$ cat src/rtl/mem_rdata_cancel_ctrl.sv
// Read-request sequencer for the MEM stage: credit-limited issue onto the
// addr_ok/data_ok bus, FWFT response FIFO, and cancellation of in-flight reads on flush.
module mem_rdata_cancel_ctrl #(
  parameter int unsigned DATA_W  = 32,
  parameter int unsigned MAX_OUT = 2
) (
  input  logic              clk,
  input  logic              rst_n,
  input  logic              flush_i,
  input  logic              req_i,
  output logic              req_accept_o,
  output logic              bus_req_o,
  input  logic              bus_addr_ok_i,
  input  logic              bus_data_ok_i,
  input  logic [DATA_W-1:0] bus_rdata_i,
  output logic              resp_valid_o,
  output logic [DATA_W-1:0] resp_data_o,
  input  logic              resp_ready_i,
  output logic [1:0]        outstanding_o,
  output logic [1:0]        cancel_cnt_o,
  output logic              bus_err_o
);

  localparam int unsigned PTR_W = (MAX_OUT > 1) ? $clog2(MAX_OUT) : 1;

  typedef enum logic [1:0] {
    NORMAL  = 2'd0,
    CANCEL1 = 2'd1,
    CANCEL2 = 2'd2
  } cancel_state_e;

  cancel_state_e     state_q, state_d;
  logic [1:0]        oc_q, oc_d, oc_after_ret;
  logic [1:0]        fifo_cnt_q, fifo_cnt_d;
  logic [PTR_W-1:0]  rd_ptr_q, wr_ptr_q;
  logic [DATA_W-1:0] mem_q [MAX_OUT];
  logic              err_q;

  logic [2:0] credit_used;
  logic       can_issue;
  logic       issue;
  logic       ret;
  logic       drop;
  logic       push;
  logic       pop;
  logic       proto_err;
  logic       in_cancel;

  function automatic logic [PTR_W-1:0] ptr_inc(input logic [PTR_W-1:0] p);
    return (p == PTR_W'(MAX_OUT - 1)) ? '0 : p + 1'b1;
  endfunction

  // Buffered responses count against the credit so the FIFO can never overflow.
  assign credit_used  = {1'b0, oc_q} + {1'b0, fifo_cnt_q};
  assign can_issue    = (credit_used < 3'(MAX_OUT));
  assign bus_req_o    = req_i & ~flush_i & can_issue;
  assign issue        = bus_req_o & bus_addr_ok_i;
  assign req_accept_o = issue;

  assign ret          = bus_data_ok_i & (oc_q != 2'd0);
  assign proto_err    = bus_data_ok_i & (oc_q == 2'd0) & ~flush_i;
  assign drop         = ret & (flush_i | in_cancel);
  assign push         = ret & ~drop;
  assign pop          = resp_valid_o & resp_ready_i & ~flush_i;

  assign oc_after_ret = oc_q - {1'b0, ret};
  assign oc_d         = oc_after_ret + {1'b0, issue};
  assign fifo_cnt_d   = fifo_cnt_q + {1'b0, push} - {1'b0, pop};

  // Cancel FSM: state register
  always_ff @(posedge clk or negedge rst_n) begin
    if (!rst_n) begin
      state_q <= NORMAL;
    end else begin
      state_q <= state_d;
    end
  end

  // Cancel FSM: next state. A flush recomputes the discard count from scratch.
  always_comb begin
    state_d = state_q;
    if (flush_i) begin
      case (oc_after_ret)
        2'd0:    state_d = NORMAL;
        2'd1:    state_d = CANCEL1;
        default: state_d = CANCEL2;
      endcase
    end else if (drop) begin
      case (state_q)
        CANCEL2: state_d = CANCEL1;
        CANCEL1: state_d = NORMAL;
        default: state_d = state_q;
      endcase
    end
  end

  // Cancel FSM: outputs
  always_comb begin
    cancel_cnt_o = 2'(state_q);
    in_cancel    = (state_q != NORMAL);
  end

  always_ff @(posedge clk or negedge rst_n) begin
    if (!rst_n) begin
      oc_q  <= '0;
      err_q <= 1'b0;
    end else begin
      oc_q <= oc_d;
      if (proto_err) begin
        err_q <= 1'b1;
      end
    end
  end

  always_ff @(posedge clk or negedge rst_n) begin
    if (!rst_n) begin
      fifo_cnt_q <= '0;
      rd_ptr_q   <= '0;
      wr_ptr_q   <= '0;
    end else if (flush_i) begin
      fifo_cnt_q <= '0;
      rd_ptr_q   <= '0;
      wr_ptr_q   <= '0;
    end else begin
      fifo_cnt_q <= fifo_cnt_d;
      if (push) begin
        wr_ptr_q <= ptr_inc(wr_ptr_q);
      end
      if (pop) begin
        rd_ptr_q <= ptr_inc(rd_ptr_q);
      end
    end
  end

  always_ff @(posedge clk or negedge rst_n) begin
    if (!rst_n) begin
      for (int unsigned i = 0; i < MAX_OUT; i++) begin
        mem_q[i] <= '0;
      end
    end else if (push) begin
      mem_q[wr_ptr_q] <= bus_rdata_i;
    end
  end

  assign resp_valid_o  = (fifo_cnt_q != 2'd0);
  assign resp_data_o   = mem_q[rd_ptr_q];
  assign outstanding_o = oc_q;
  assign bus_err_o     = err_q;

endmodule
$ cat config.mk
export PLATFORM = sky130hd
export DESIGN_NAME = mem_rdata_cancel_ctrl
export DESIGN_NICKNAME = d
export VERILOG_FILES = /design/src/rtl/mem_rdata_cancel_ctrl.sv
export SDC_FILE = /design/constraint.sdc
export NUM_CORES = 1
export LEC_CHECK = 0
export BUFFER_PORTS_ARGS = -buffer_cell sky130_fd_sc_hd__buf_2
export CORE_MARGIN = 3
export CORE_UTILIZATION = 47
export DETAILED_ROUTE_END_ITERATION = 10
export PLACE_DENSITY_LB_ADDON = 0.25
export SLEW_MARGIN = 40
export SYNTH_ARGS = -nofsm -noshare
export SYNTH_HDL_FRONTEND = slang
export SYNTH_SLANG_ARGS = --single-unit
$ cat constraint.sdc
create_clock -name clk -period 2.25 [get_ports clk]
set_input_delay 0.1125 -clock clk [delete_from_list [all_inputs] [get_ports clk]]
set_output_delay 0.1125 -clock clk [all_outputs]
set_load 0.005 [all_outputs]
==> impl_metrics.xml, run 1 <==
<?xml version="1.0" encoding="UTF-8"?>
<metrics>
  <group name="layout">
    <metric name="drive_gt1_frac" unit="">0.645</metric>
    <metric name="antenna_cells" unit="">0</metric>
    <metric name="areaGrowthSynthToFinish" unit="%">21.5</metric>
    <metric name="final_net_count" unit="">349</metric>
    <metric name="layoutNonFillerInstCount" unit="">403</metric>
  </group>
  <group name="floorplanning">
    <metric name="initial_core_util" unit="">0.499</metric>
    <metric name="die_w" unit="um">89.5</metric>
    <metric name="placement_rows" unit="">29</metric>
    <metric name="design.die.area" unit="sq um">8010</metric>
    <metric name="io_pins" unit="">79</metric>
    <metric name="fp.dieH" unit="um">89.5</metric>
    <metric name="core" unit="sq um">6570</metric>
  </group>
  <group name="timing">
    <metric name="clock.fmax" unit="MHz">481</metric>
    <metric name="timing_worst_slew_pin_value" unit="ns">0.393</metric>
    <metric name="finalHoldViolCount" unit="">0</metric>
    <metric name="final.min_clock_period" unit="ns">2.08</metric>
    <metric name="final_critical_path_setup_slack" unit="ns">0.171</metric>
    <metric name="timing.hold.ws" unit="ns">0.0233</metric>
    <metric name="finalSetupTns" unit="ns">0</metric>
    <metric name="fin_crit_share" unit="">0.924</metric>
    <metric name="timing.final.max_slew_violations" unit="">0</metric>
    <metric name="grt_setup_unrepaired" unit="">no</metric>
    <metric name="timing.final.setup_violations" unit="">0</metric>
    <metric name="fin_skew" unit="ns">0.00635</metric>
    <metric name="slew_headroom" unit="">0.738</metric>
  </group>
  <group name="grt">
    <metric name="first_pass_grt_wire_length" unit="um">9490</metric>
    <metric name="grt_antenna_before_repair" unit="">0</metric>
    <metric name="grt_max_degree" unit="">74</metric>
    <metric name="globalRouteTotalUtil" unit="">0.158</metric>
    <metric name="grt_overflow" unit="">0</metric>
    <metric name="first_global_vias" unit="">2067</metric>
  </group>
  <group name="yosys">
    <metric name="postSynthAreaPerCell" unit="sq um">15.0</metric>
    <metric name="netlist.top_cell.by_area" unit="">dfrtp_1</metric>
    <metric name="synthDistinctLibCells" unit="">25</metric>
    <metric name="synth_top_flop_cell" unit="">dfrtp_1</metric>
    <metric name="netlist_area" unit="sq um">3280</metric>
    <metric name="synth_largest_type_area_fraction" unit="">0.557</metric>
    <metric name="postSynthCellCount" unit="">218</metric>
    <metric name="synth.cells.most_frequent" unit="">95 x mux2_2, 73 x dfrtp_1, 5 x inv_1, 5 x o21ai_0</metric>
    <metric name="synth.most_common_cell" unit="">mux2_2</metric>
    <metric name="synth_async_sr_flop_share" unit="">1.00</metric>
    <metric name="ys_seq_elements" unit="">73</metric>
    <metric name="synth.top_cells.by_area" unit="">dfrtp_1 56%, mux2_2 33%, ha_1 1.5%</metric>
    <metric name="yosysWarnings" unit="">0</metric>
    <metric name="yosysSeqAreaShare" unit="">0.557</metric>
    <metric name="synth_enable_flop_cells" unit="">0</metric>
    <metric name="synth_nets" unit="">262</metric>
  </group>
  <group name="placement">
    <metric name="port_buffers" unit="">78</metric>
    <metric name="routabilityCongestion" unit="">0.718</metric>
    <metric name="dp_hpwl" unit="um">4040</metric>
    <metric name="place_worst_setup_slack" unit="ns">0.339</metric>
    <metric name="placed_cells" unit="">385</metric>
  </group>
  <group name="drt">
    <metric name="drc" unit="">0</metric>
    <metric name="detailedRoute.firstIterationViolations" unit="">52</metric>
    <metric name="route.vias.total" unit="">2008</metric>
    <metric name="drt-total-wl" unit="um">5800</metric>
    <metric name="firstDrtPassIters" unit="">3</metric>
    <metric name="vias_per_cell" unit="">4.98</metric>
    <metric name="routed_wire_per_std_cell" unit="um">14.4</metric>
    <metric name="detail-route-antenna-nets" unit="">0</metric>
  </group>
  <group name="worst_setup_path">
    <metric name="ff2ff_path_depth" unit="">6</metric>
    <metric name="worst_ep_arrival_time" unit="ns">1.97</metric>
    <metric name="critPathLaunchType" unit="">flop</metric>
    <metric name="crit_path_frequent_cell" unit="">and2_1</metric>
    <metric name="timing.critical_path.to_type" unit="">output port</metric>
    <metric name="crit_chain" unit="">and2_1 -&gt; fa_1 -&gt; nor4b_2 -&gt; and2_1 -&gt; buf_2</metric>
    <metric name="crit_required" unit="ns">2.14</metric>
    <metric name="timing.setup.critical_path_class" unit="">flop to output port</metric>
    <metric name="crit_fanout" unit="">6</metric>
    <metric name="slowest_delay" unit="ns">0.45</metric>
    <metric name="critPathSlowestCell" unit="">fa_1</metric>
  </group>
  <group name="clock_tree">
    <metric name="htree_num_levels" unit="">3</metric>
    <metric name="cts_tree" unit="">done</metric>
    <metric name="clock_transition_at_the_register_clock_pins_on_the_worst_setup_and_hold_paths_after_cts" unit="ns">0.07</metric>
    <metric name="insertion_delay" unit="ns">0.33</metric>
    <metric name="cts-root-buf" unit="">clkbuf_8</metric>
    <metric name="numClockSinks" unit="">73</metric>
    <metric name="clock_tree.buffer_depth" unit="">2</metric>
    <metric name="numCtsBuffers" unit="">9</metric>
  </group>
  <group name="power_and_ir_drop">
    <metric name="power.ir.vdd_worst" unit="uV">582</metric>
    <metric name="p_per_area" unit="nW/um^2">1190</metric>
    <metric name="static-leakage-power" unit="uW">0.00197</metric>
  </group>
  <group name="job">
    <metric name="max-cap-violations" unit="">0</metric>
  </group>
  <group name="worst_hold_path">
    <metric name="min_path_cells" unit="">2</metric>
    <metric name="hp-class" unit="">primary input to flop</metric>
  </group>
  <group name="status">
    <metric name="outcome" unit="">finished, final reports clean</metric>
  </group>
</metrics>
[registers in the layout, summed over array words and instances (netlist names)]
| name | count |
|---|---|
| rd_ptr_q | 1 |
| mem_q | 64 |
| wr_ptr_q | 1 |
| cancel_cnt_o | 2 |
| bus_err_o | 1 |
| outstanding_o | 2 |
| fifo_cnt_q | 2 |
[cells by family after synthesis]
family                     count (synthesis)  synth area share
AOI/OAI and AO/OA                          9            0.0168
xor gates and xnor gates                   5            0.0134
adders and majority gates                  5            0.0214
buffers and inverters                     16            0.0267
DFF                                       73             0.557
muxes                                     97             0.333
and+or+nand+nor                           13            0.0313
[power breakdown]
part	switching, uW	total [uW]	internal [uW]
Sequential	275	2110	1830
Clock	445	902	456
Combinational	652	1730	1080
Total	1370	4740	3370
[what timing repair did]
| action | CTS | global route |
|---|---|---|
| hold endpoints to repair | 74 | 0 |
| buffers inserted | 0 | 0 |
| hold buffers | 2 | 0 |
| endpoints found under the setup margin | 0 | 1 |
| gates resized for setup | 0 | 1 |
[placed cells by master, fill, tap and decap left out]
cell type / instances
xnor2_1: 1
a21oi_1: 1
buf_12: 1
a31o_2: 2
o21a_1: 1
mux2_1: 1
fa_1: 1
o21ai_0: 5
nor2_1: 4
dfrtp_1: 73
clkbuf_8: 11
clkbuf_1: 2
buf_2: 78
clkinv_2: 3
mux2_2: 95
or2_2: 1
buf_4: 6
dlygate4sd3_1: 2
nor4b_2: 1
inv_1: 5
mux2i_1: 1
nor4b_4: 1
xor2_1: 4
ha_1: 4
nand3b_1: 1
nor3b_4: 1
nor2b_1: 1
nand2_1: 1
and2_1: 2
[worst max-delay path: cells and delay by family, from the launching register on]
kind	cells	cell delay (ns)
DFF	1	0.42
adders and majority gates	1	0.45
and+or+nand+nor	3	0.64
buffers and inverters	1	0.11
[layer usage]
metal	wire, um	vias up	global-route usage
met5	0	-	0
met4	108	0	0.0731
met3	331	10	0.0396
met2	2730	55	0.257
met1	2640	998	0.198
li1	-	945	-
[through the flow]
step	utilization	total power (uW)	cell area (sq um)
after CTS	0.605	4810	3970
final	0.606	4740	3980
after floorplan	-	3240	3280
after global placement	0.576	3830	3780
after detailed placement	0.576	3890	3780
after global routing	0.606	5120	3980
[worst paths after layout]
path                                   from               end  slack, ns
min in group asynchronous             rst_n         mem_q[18]       0.33
max                        outstanding_o[0]      req_accept_o       0.17
min                         bus_rdata_i[19]         mem_q[19]       0.02
max in group asynchronous             rst_n         mem_q[38]       1.58
min reg2reg                       bus_err_o         bus_err_o       0.48
max reg2reg                outstanding_o[0]  outstanding_o[1]       0.36
[cell type report]
cell class                 count  area, sq um
fill                         530         2590
sequential                    73         1830
multi-input combinational    129         1370
timing repair buffer          87          475
clock buffer                  13          159
tap                           93          116
inverter                       5         18.8
clock inverter                 3         15.0
No activity file was read; power rests on OpenSTA's default activity.
==> inputs of run 2 (changes only) <==
--- a/config.mk
+++ b/config.mk
@@ -8,7 +8,9 @@
 export BUFFER_PORTS_ARGS = -buffer_cell sky130_fd_sc_hd__buf_2
 export CORE_MARGIN = 3
 export CORE_UTILIZATION = 47
+export CTS_CLUSTER_DIAMETER = 120
 export DETAILED_ROUTE_END_ITERATION = 10
+export HOLD_SLACK_MARGIN = 0.05
 export PLACE_DENSITY_LB_ADDON = 0.25
 export SLEW_MARGIN = 40
 export SYNTH_ARGS = -nofsm -noshare
==> run 2 against run 1 <==
Compared with the run above:
- sequential share of layout area is 3.3 points lower
- critical endpoint unchanged
- power up 1.1%
- sequential power about the same
- critical path type unchanged
- clock-buffer cell count did not move
- largest power group unchanged
- maximum frequency barely moved
==> impl_metrics.xml, run 2 (same netlist as run 1, synthesis figures left out) <==
<?xml version="1.0" encoding="UTF-8"?>
<metrics>
  <group name="status">
    <metric name="outcome" unit="">finished, final reports clean</metric>
  </group>
  <group name="worst_setup_path">
    <metric name="critPathLaunchType" unit="">flop</metric>
    <metric name="reg2reg_slack" unit="ns">0.37</metric>
    <metric name="timing.setup.critical_path_class" unit="">flop to output port</metric>
    <metric name="crit_fanout" unit="">6</metric>
    <metric name="timing.critical_path.to_type" unit="">output port</metric>
    <metric name="crit_required" unit="ns">2.14</metric>
    <metric name="timing.rr.start" unit="">outstanding_o[0]</metric>
    <metric name="worst_ep_arrival_time" unit="ns">1.97</metric>
    <metric name="worst_r2r_endpoint" unit="">outstanding_o[1]</metric>
    <metric name="ff2ff_path_depth" unit="">6</metric>
    <metric name="crit_start" unit="">outstanding_o[0]</metric>
  </group>
  <group name="clock_tree">
    <metric name="cts-root-buf" unit="">clkbuf_8</metric>
    <metric name="htree_num_levels" unit="">3</metric>
    <metric name="cts.repair_timing.setup_buffer_count" unit="">0</metric>
    <metric name="clock_tree.buffer_depth" unit="">2</metric>
    <metric name="numClockSinks" unit="">73</metric>
    <metric name="insertion_delay" unit="ns">0.33</metric>
    <metric name="numCtsBuffers" unit="">9</metric>
    <metric name="cts_tree" unit="">done</metric>
    <metric name="clock_transition_at_the_register_clock_pins_on_the_worst_setup_and_hold_paths_after_cts" unit="ns">0.07</metric>
  </group>
  <group name="timing">
    <metric name="timing_worst_slew_pin_value" unit="ns">0.397</metric>
    <metric name="grt_setup_unrepaired" unit="">no</metric>
    <metric name="timing.final.max_slew_violations" unit="">0</metric>
    <metric name="clock.fmax" unit="MHz">481</metric>
    <metric name="slew_headroom" unit="">0.736</metric>
    <metric name="finalSetupTns" unit="ns">0</metric>
    <metric name="finalHoldViolCount" unit="">0</metric>
    <metric name="timing.final.setup_violations" unit="">0</metric>
    <metric name="fin_crit_share" unit="">0.924</metric>
    <metric name="final_critical_path_setup_slack" unit="ns">0.171</metric>
    <metric name="final.min_clock_period" unit="ns">2.08</metric>
    <metric name="fin_skew" unit="ns">0.00597</metric>
  </group>
  <group name="layout">
    <metric name="final_net_count" unit="">380</metric>
    <metric name="antenna_cells" unit="">0</metric>
    <metric name="layoutNonFillerInstCount" unit="">434</metric>
    <metric name="areaGrowthSynthToFinish" unit="%">30.9</metric>
    <metric name="largest_register_ff_count" unit="">64</metric>
    <metric name="commonest_non_fill_non_tap_cell_in_the_layout" unit="">mux2_2</metric>
    <metric name="most_frequent_cells_in_the_layout" unit="">95 x mux2_2, 78 x buf_2, 73 x dfrtp_1</metric>
    <metric name="drive_gt1_frac" unit="">0.587</metric>
    <metric name="largest_register" unit="">mem_q</metric>
  </group>
  <group name="placement">
    <metric name="port_buffers" unit="">78</metric>
    <metric name="routabilityCongestion" unit="">0.718</metric>
    <metric name="placed_cells" unit="">385</metric>
    <metric name="place_worst_setup_slack" unit="ns">0.339</metric>
    <metric name="dp_hpwl" unit="um">4040</metric>
  </group>
  <group name="floorplanning">
    <metric name="initial_core_util" unit="">0.499</metric>
    <metric name="placement_rows" unit="">29</metric>
    <metric name="die_w" unit="um">89.5</metric>
    <metric name="fp.dieH" unit="um">89.5</metric>
    <metric name="core" unit="sq um">6570</metric>
    <metric name="io_pins" unit="">79</metric>
    <metric name="design.die.area" unit="sq um">8010</metric>
  </group>
  <group name="power_and_ir_drop">
    <metric name="sequential_cell_fraction_of_total_power" unit="">0.440</metric>
    <metric name="intPower" unit="uW">3410</metric>
    <metric name="static-leakage-power" unit="uW">0.00210</metric>
    <metric name="power.clock.fraction" unit="">0.187</metric>
    <metric name="comb_pwr_share" unit="">0.373</metric>
    <metric name="power.ir.vdd_worst" unit="uV">594</metric>
    <metric name="p_per_area" unit="nW/um^2">1120</metric>
    <metric name="sw_frac_of_total" unit="">0.289</metric>
    <metric name="power_switching" unit="uW">1390</metric>
  </group>
  <group name="drt">
    <metric name="drt-total-wl" unit="um">6180</metric>
    <metric name="firstDrtPassIters" unit="">3</metric>
    <metric name="route.vias.total" unit="">2115</metric>
    <metric name="drc" unit="">0</metric>
    <metric name="detail-route-antenna-nets" unit="">0</metric>
    <metric name="vias_per_cell" unit="">4.87</metric>
    <metric name="routed_wire_per_std_cell" unit="um">14.2</metric>
    <metric name="detailedRoute.firstIterationViolations" unit="">47</metric>
  </group>
  <group name="grt">
    <metric name="grt_antenna_before_repair" unit="">0</metric>
    <metric name="globalRouteTotalUtil" unit="">0.167</metric>
    <metric name="first_pass_grt_wire_length" unit="um">10100</metric>
    <metric name="grt_max_degree" unit="">74</metric>
    <metric name="first_global_vias" unit="">2192</metric>
    <metric name="grt_overflow" unit="">0</metric>
  </group>
  <group name="job">
    <metric name="max-cap-violations" unit="">0</metric>
  </group>
  <group name="worst_hold_path">
    <metric name="min_path_cells" unit="">2</metric>
    <metric name="hp-start" unit="">bus_data_ok_i</metric>
    <metric name="hp-class" unit="">primary input to flop</metric>
    <metric name="hold_ep" unit="">bus_err_o</metric>
  </group>
</metrics>
run 2: cell count changes in the layout (fill, tap and decap cells not counted):
cell / change
dlygate4sd3_1: +31
run 2: metrics by stage:
stage / hold slack [ns] / total power [uW] / utilization / instance area [sq um]
final: 0.0681 / 4800 / 0.653 / 4290
after global routing: 0.0733 / 5170 / 0.653 / 4290
after CTS: 0.0568 / 4850 / 0.652 / 4280
after detailed placement: 0.175 / 3890 / 0.576 / 3780
after global placement: 0.177 / 3830 / 0.576 / 3780
after floorplan: -0.183 / 3240 / - / 3280
run 2: cell type report:
class | instances | area, sq um
sequential | 73 | 1830
timing repair buffer | 118 | 786
multi-input combinational | 129 | 1370
clock inverter | 3 | 15.0
fill | 505 | 2280
inverter | 5 | 18.8
tap | 93 | 116
clock buffer | 13 | 159
run 2: power by group through the flow:
stage / combinational (uW) / sequential [uW] / clock [uW]
3_3_place_gp: 1730 / 2110 / 0
6_report: 1790 / 2110 / 899
2_1_floorplan: 1170 / 2060 / 0
4_1_cts: 1800 / 2120 / 932
5_1_grt: 2000 / 2180 / 993
3_5_place_dp: 1750 / 2140 / 0
run 2: worst max-delay path by stage:
stage | to | slack, ns
2_1_floorplan | outstanding_o[1] | 0.29
3_3_place_gp | outstanding_o[1] | 0.36
3_5_place_dp | outstanding_o[1] | 0.34
4_1_cts | req_accept_o | 0.09
5_1_grt | req_accept_o | 0.004
6_report | req_accept_o | 0.17
run 2: critical path, stage by stage (launching register included):
cell and delay, ns:
dfrtp_1 0.42, and2_1 0.18, fa_1 0.45, nor4b_2 0.28
and2_1 0.18, buf_2 0.11
run 2: timing repair:
| action | in CTS | in global routing |
|---|---|---|
| resized for setup | 0 | 1 |
| hold buffers | 33 | 0 |
| setup endpoints to repair | 0 | 1 |
| hold endpoints to repair | 137 | 0 |
run 2: layer usage:
layer	up-vias	GRT usage	share of wire
met5	-	0	0
met4	0	0.0731	0.015
met3	9	0.0359	0.050
met2	54	0.280	0.49
met1	1041	0.207	0.45
li1	1011	-	-
==> inputs of run 3 (changes only) <==
--- a/config.mk
+++ b/config.mk
@@ -6,8 +6,10 @@
 export NUM_CORES = 1
 export LEC_CHECK = 0
 export BUFFER_PORTS_ARGS = -buffer_cell sky130_fd_sc_hd__buf_2
+export CELL_PAD_IN_SITES_DETAIL_PLACEMENT = 1
+export CELL_PAD_IN_SITES_GLOBAL_PLACEMENT = 2
 export CORE_MARGIN = 3
-export CORE_UTILIZATION = 47
+export CORE_UTILIZATION = 36
 export CTS_CLUSTER_DIAMETER = 120
 export DETAILED_ROUTE_END_ITERATION = 10
 export HOLD_SLACK_MARGIN = 0.05
==> run 3 against run 2 <==
Compared with the run above:
- via count is 0.66% higher
- sequential power hardly changed
- clock skew rose by 0.0031 ns
- non-clock buffer count grew 2
- die area increased by 28%
- core utilization is 16 points lower
- design area grew 0.85%
- maximum frequency decreased by 0.29%
- largest cell class unchanged
- largest power group unchanged
==> impl_metrics.xml, run 3 (same netlist as run 1, synthesis figures left out) <==
<?xml version="1.0" encoding="UTF-8"?>
<metrics>
  <group name="clock_tree">
    <metric name="clock_tree.buffer_depth" unit="">2</metric>
    <metric name="insertion_delay" unit="ns">0.34</metric>
    <metric name="numCtsBuffers" unit="">9</metric>
    <metric name="cts-root-buf" unit="">clkbuf_8</metric>
    <metric name="clock_transition_at_the_register_clock_pins_on_the_worst_setup_and_hold_paths_after_cts" unit="ns">0.07</metric>
    <metric name="numClockSinks" unit="">73</metric>
    <metric name="cts_tree" unit="">done</metric>
    <metric name="htree_num_levels" unit="">3</metric>
  </group>
  <group name="floorplanning">
    <metric name="io_pins" unit="">79</metric>
    <metric name="core" unit="sq um">8760</metric>
    <metric name="design.die.area" unit="sq um">10300</metric>
    <metric name="initial_core_util" unit="">0.374</metric>
    <metric name="die_w" unit="um">101</metric>
    <metric name="fp.dieH" unit="um">101</metric>
    <metric name="placement_rows" unit="">34</metric>
  </group>
  <group name="drt">
    <metric name="drc" unit="">0</metric>
    <metric name="route.vias.total" unit="">2129</metric>
    <metric name="top_signal_layer_used" unit="">met4</metric>
    <metric name="met1Wirelength" unit="um">3130</metric>
    <metric name="wl_met2" unit="um">3360</metric>
    <metric name="routed_wire_per_std_cell" unit="um">15.4</metric>
    <metric name="firstDrtPassIters" unit="">3</metric>
    <metric name="detailedRoute.firstIterationViolations" unit="">17</metric>
    <metric name="drt-total-wl" unit="um">6930</metric>
    <metric name="detail-route-antenna-nets" unit="">0</metric>
    <metric name="routed-wl-met3" unit="um">332</metric>
    <metric name="vias_per_cell" unit="">4.72</metric>
  </group>
  <group name="power_and_ir_drop">
    <metric name="power.ir.vdd_worst" unit="uV">463</metric>
    <metric name="p_per_area" unit="nW/um^2">1120</metric>
    <metric name="static-leakage-power" unit="uW">0.00210</metric>
  </group>
  <group name="worst_hold_path">
    <metric name="hp-start" unit="">flush_i</metric>
    <metric name="hp-class" unit="">primary input to flop</metric>
  </group>
  <group name="status">
    <metric name="outcome" unit="">finished, final reports clean</metric>
  </group>
  <group name="worst_setup_path">
    <metric name="crit_start" unit="">outstanding_o[0]</metric>
    <metric name="timing.critical_path.to_type" unit="">output port</metric>
    <metric name="crit_required" unit="ns">2.14</metric>
    <metric name="path_delay_family" unit="">simple AND/OR/NAND/NOR gates</metric>
    <metric name="worst_ep_arrival_time" unit="ns">1.97</metric>
    <metric name="crit_fanout" unit="">6</metric>
    <metric name="crit_path_frequent_cell" unit="">and2_1</metric>
    <metric name="slowest_delay" unit="ns">0.45</metric>
    <metric name="critical_path_buf_inv_count" unit="">1</metric>
    <metric name="critPathLaunchType" unit="">flop</metric>
    <metric name="crit_chain" unit="">and2_1 -&gt; fa_1 -&gt; nor4b_2 -&gt; and2_1 -&gt; buf_2</metric>
    <metric name="timing.setup.critical_path_class" unit="">flop to output port</metric>
    <metric name="timing.rr.start" unit="">outstanding_o[0]</metric>
    <metric name="critPathSlowestCell" unit="">fa_1</metric>
  </group>
  <group name="layout">
    <metric name="largest_register" unit="">mem_q</metric>
    <metric name="final_net_count" unit="">382</metric>
    <metric name="drive_gt1_frac" unit="">0.586</metric>
    <metric name="commonest_non_fill_non_tap_cell_in_the_layout" unit="">mux2_2</metric>
    <metric name="largest_register_ff_count" unit="">64</metric>
    <metric name="fillers" unit="">925</metric>
    <metric name="multi_input_comb_area" unit="sq um">1370</metric>
    <metric name="most_frequent_cells_in_the_layout" unit="">95 x mux2_2, 78 x buf_2, 73 x dfrtp_1</metric>
    <metric name="areaGrowthSynthToFinish" unit="%">32.0</metric>
    <metric name="antenna_cells" unit="">0</metric>
    <metric name="seq_area" unit="sq um">1830</metric>
  </group>
  <group name="timing">
    <metric name="slew_headroom" unit="">0.606</metric>
    <metric name="timing.final.max_slew_violations" unit="">0</metric>
    <metric name="finalSetupTns" unit="ns">0</metric>
    <metric name="timing_worst_slew_pin_value" unit="ns">0.591</metric>
    <metric name="clock.fmax" unit="MHz">480</metric>
    <metric name="timing.hold.ws" unit="ns">0.101</metric>
    <metric name="final.min_clock_period" unit="ns">2.08</metric>
    <metric name="fin_crit_share" unit="">0.927</metric>
    <metric name="finalHoldViolCount" unit="">0</metric>
    <metric name="timing.final.setup_violations" unit="">0</metric>
    <metric name="final_critical_path_setup_slack" unit="ns">0.165</metric>
    <metric name="fin_skew" unit="ns">0.00904</metric>
    <metric name="grt_setup_unrepaired" unit="">no</metric>
  </group>
  <group name="placement">
    <metric name="dp_hpwl" unit="um">4700</metric>
    <metric name="routabilityCongestion" unit="">0.687</metric>
    <metric name="place_worst_setup_slack" unit="ns">0.296</metric>
    <metric name="port_buffers" unit="">78</metric>
  </group>
  <group name="grt">
    <metric name="first_global_vias" unit="">2322</metric>
    <metric name="grt_max_degree" unit="">34</metric>
    <metric name="globalRouteTotalUtil" unit="">0.146</metric>
    <metric name="grt_antenna_before_repair" unit="">0</metric>
    <metric name="grt_overflow" unit="">0</metric>
    <metric name="first_pass_grt_wire_length" unit="um">11500</metric>
  </group>
  <group name="job">
    <metric name="max-cap-violations" unit="">0</metric>
  </group>
</metrics>
==> run 3: changes by cell type in the layout (fill, tap and decap cells not counted) <==
cell	previous run	this run
buf_4	6	7
dlygate4sd3_1	33	34
==> run 3: stage by stage <==
| stage | util | area [sq um] | power [uW] | cells |
|---|---|---|---|---|
| 4_1_cts | 0.493 | 4320 | 4930 | 451 |
| 5_1_grt | 0.494 | 4330 | 5230 | 451 |
| 2_1_floorplan | - | 3280 | 3240 | 218 |
| 3_3_place_gp | 0.434 | 3810 | 3870 | 401 |
| 3_5_place_dp | 0.434 | 3810 | 3930 | 401 |
| 6_report | 0.494 | 4330 | 4830 | 451 |
==> run 3: layout make-up <==
cell class / count / area share
clock buffer: 13 / 0.0367
tap: 108 / 0.0312
clock inverter: 3 / 0.00347
multi-input combinational: 129 / 0.316
sequential: 73 / 0.422
timing repair buffer: 120 / 0.186
inverter: 5 / 0.00434
==> run 3: worst paths after layout <==
path / end / slack [ns] / depth (start not counted)
worst max-delay path: req_accept_o / 0.17 / 5
worst min-delay path: fifo_cnt_q[1] / 0.10 / 2
worst max register to register: outstanding_o[1] / 0.38 / 6
worst min register to register: bus_err_o / 0.48 / 1
max in group asynchronous: wr_ptr_q / 1.24 / 3
min in group asynchronous: mem_q[50] / 0.30 / 2
==> run 3: power by group <==
group	switching, uW	internal (uW)
sequential	277	1830
combinational	681	1120
clock	466	456
==> run 3: layer usage <==
layer,vias up,global-route usage
met3,9,0.0420
met5,-,0
met1,1053,0.181
met4,0,0.0613
li1,1013,-
met2,54,0.239
==> run 3: worst reg2reg max path, stage by stage (launching register included) <==
cell and delay [ns]:
dfrtp_1 0.43, and2_1 0.19, fa_1 0.45, nor4b_2 0.27
and2_1 0.18, ha_1 0.16, xor2_1 0.13
==> run 3: repair_timing <==
item / CTS / global route
hold buffers: 34 / 0
endpoints found under the setup margin: 0 / 1
setup buffers: 0 / 0
endpoints found under the hold margin: 85 / 0
resized for setup: 0 / 1
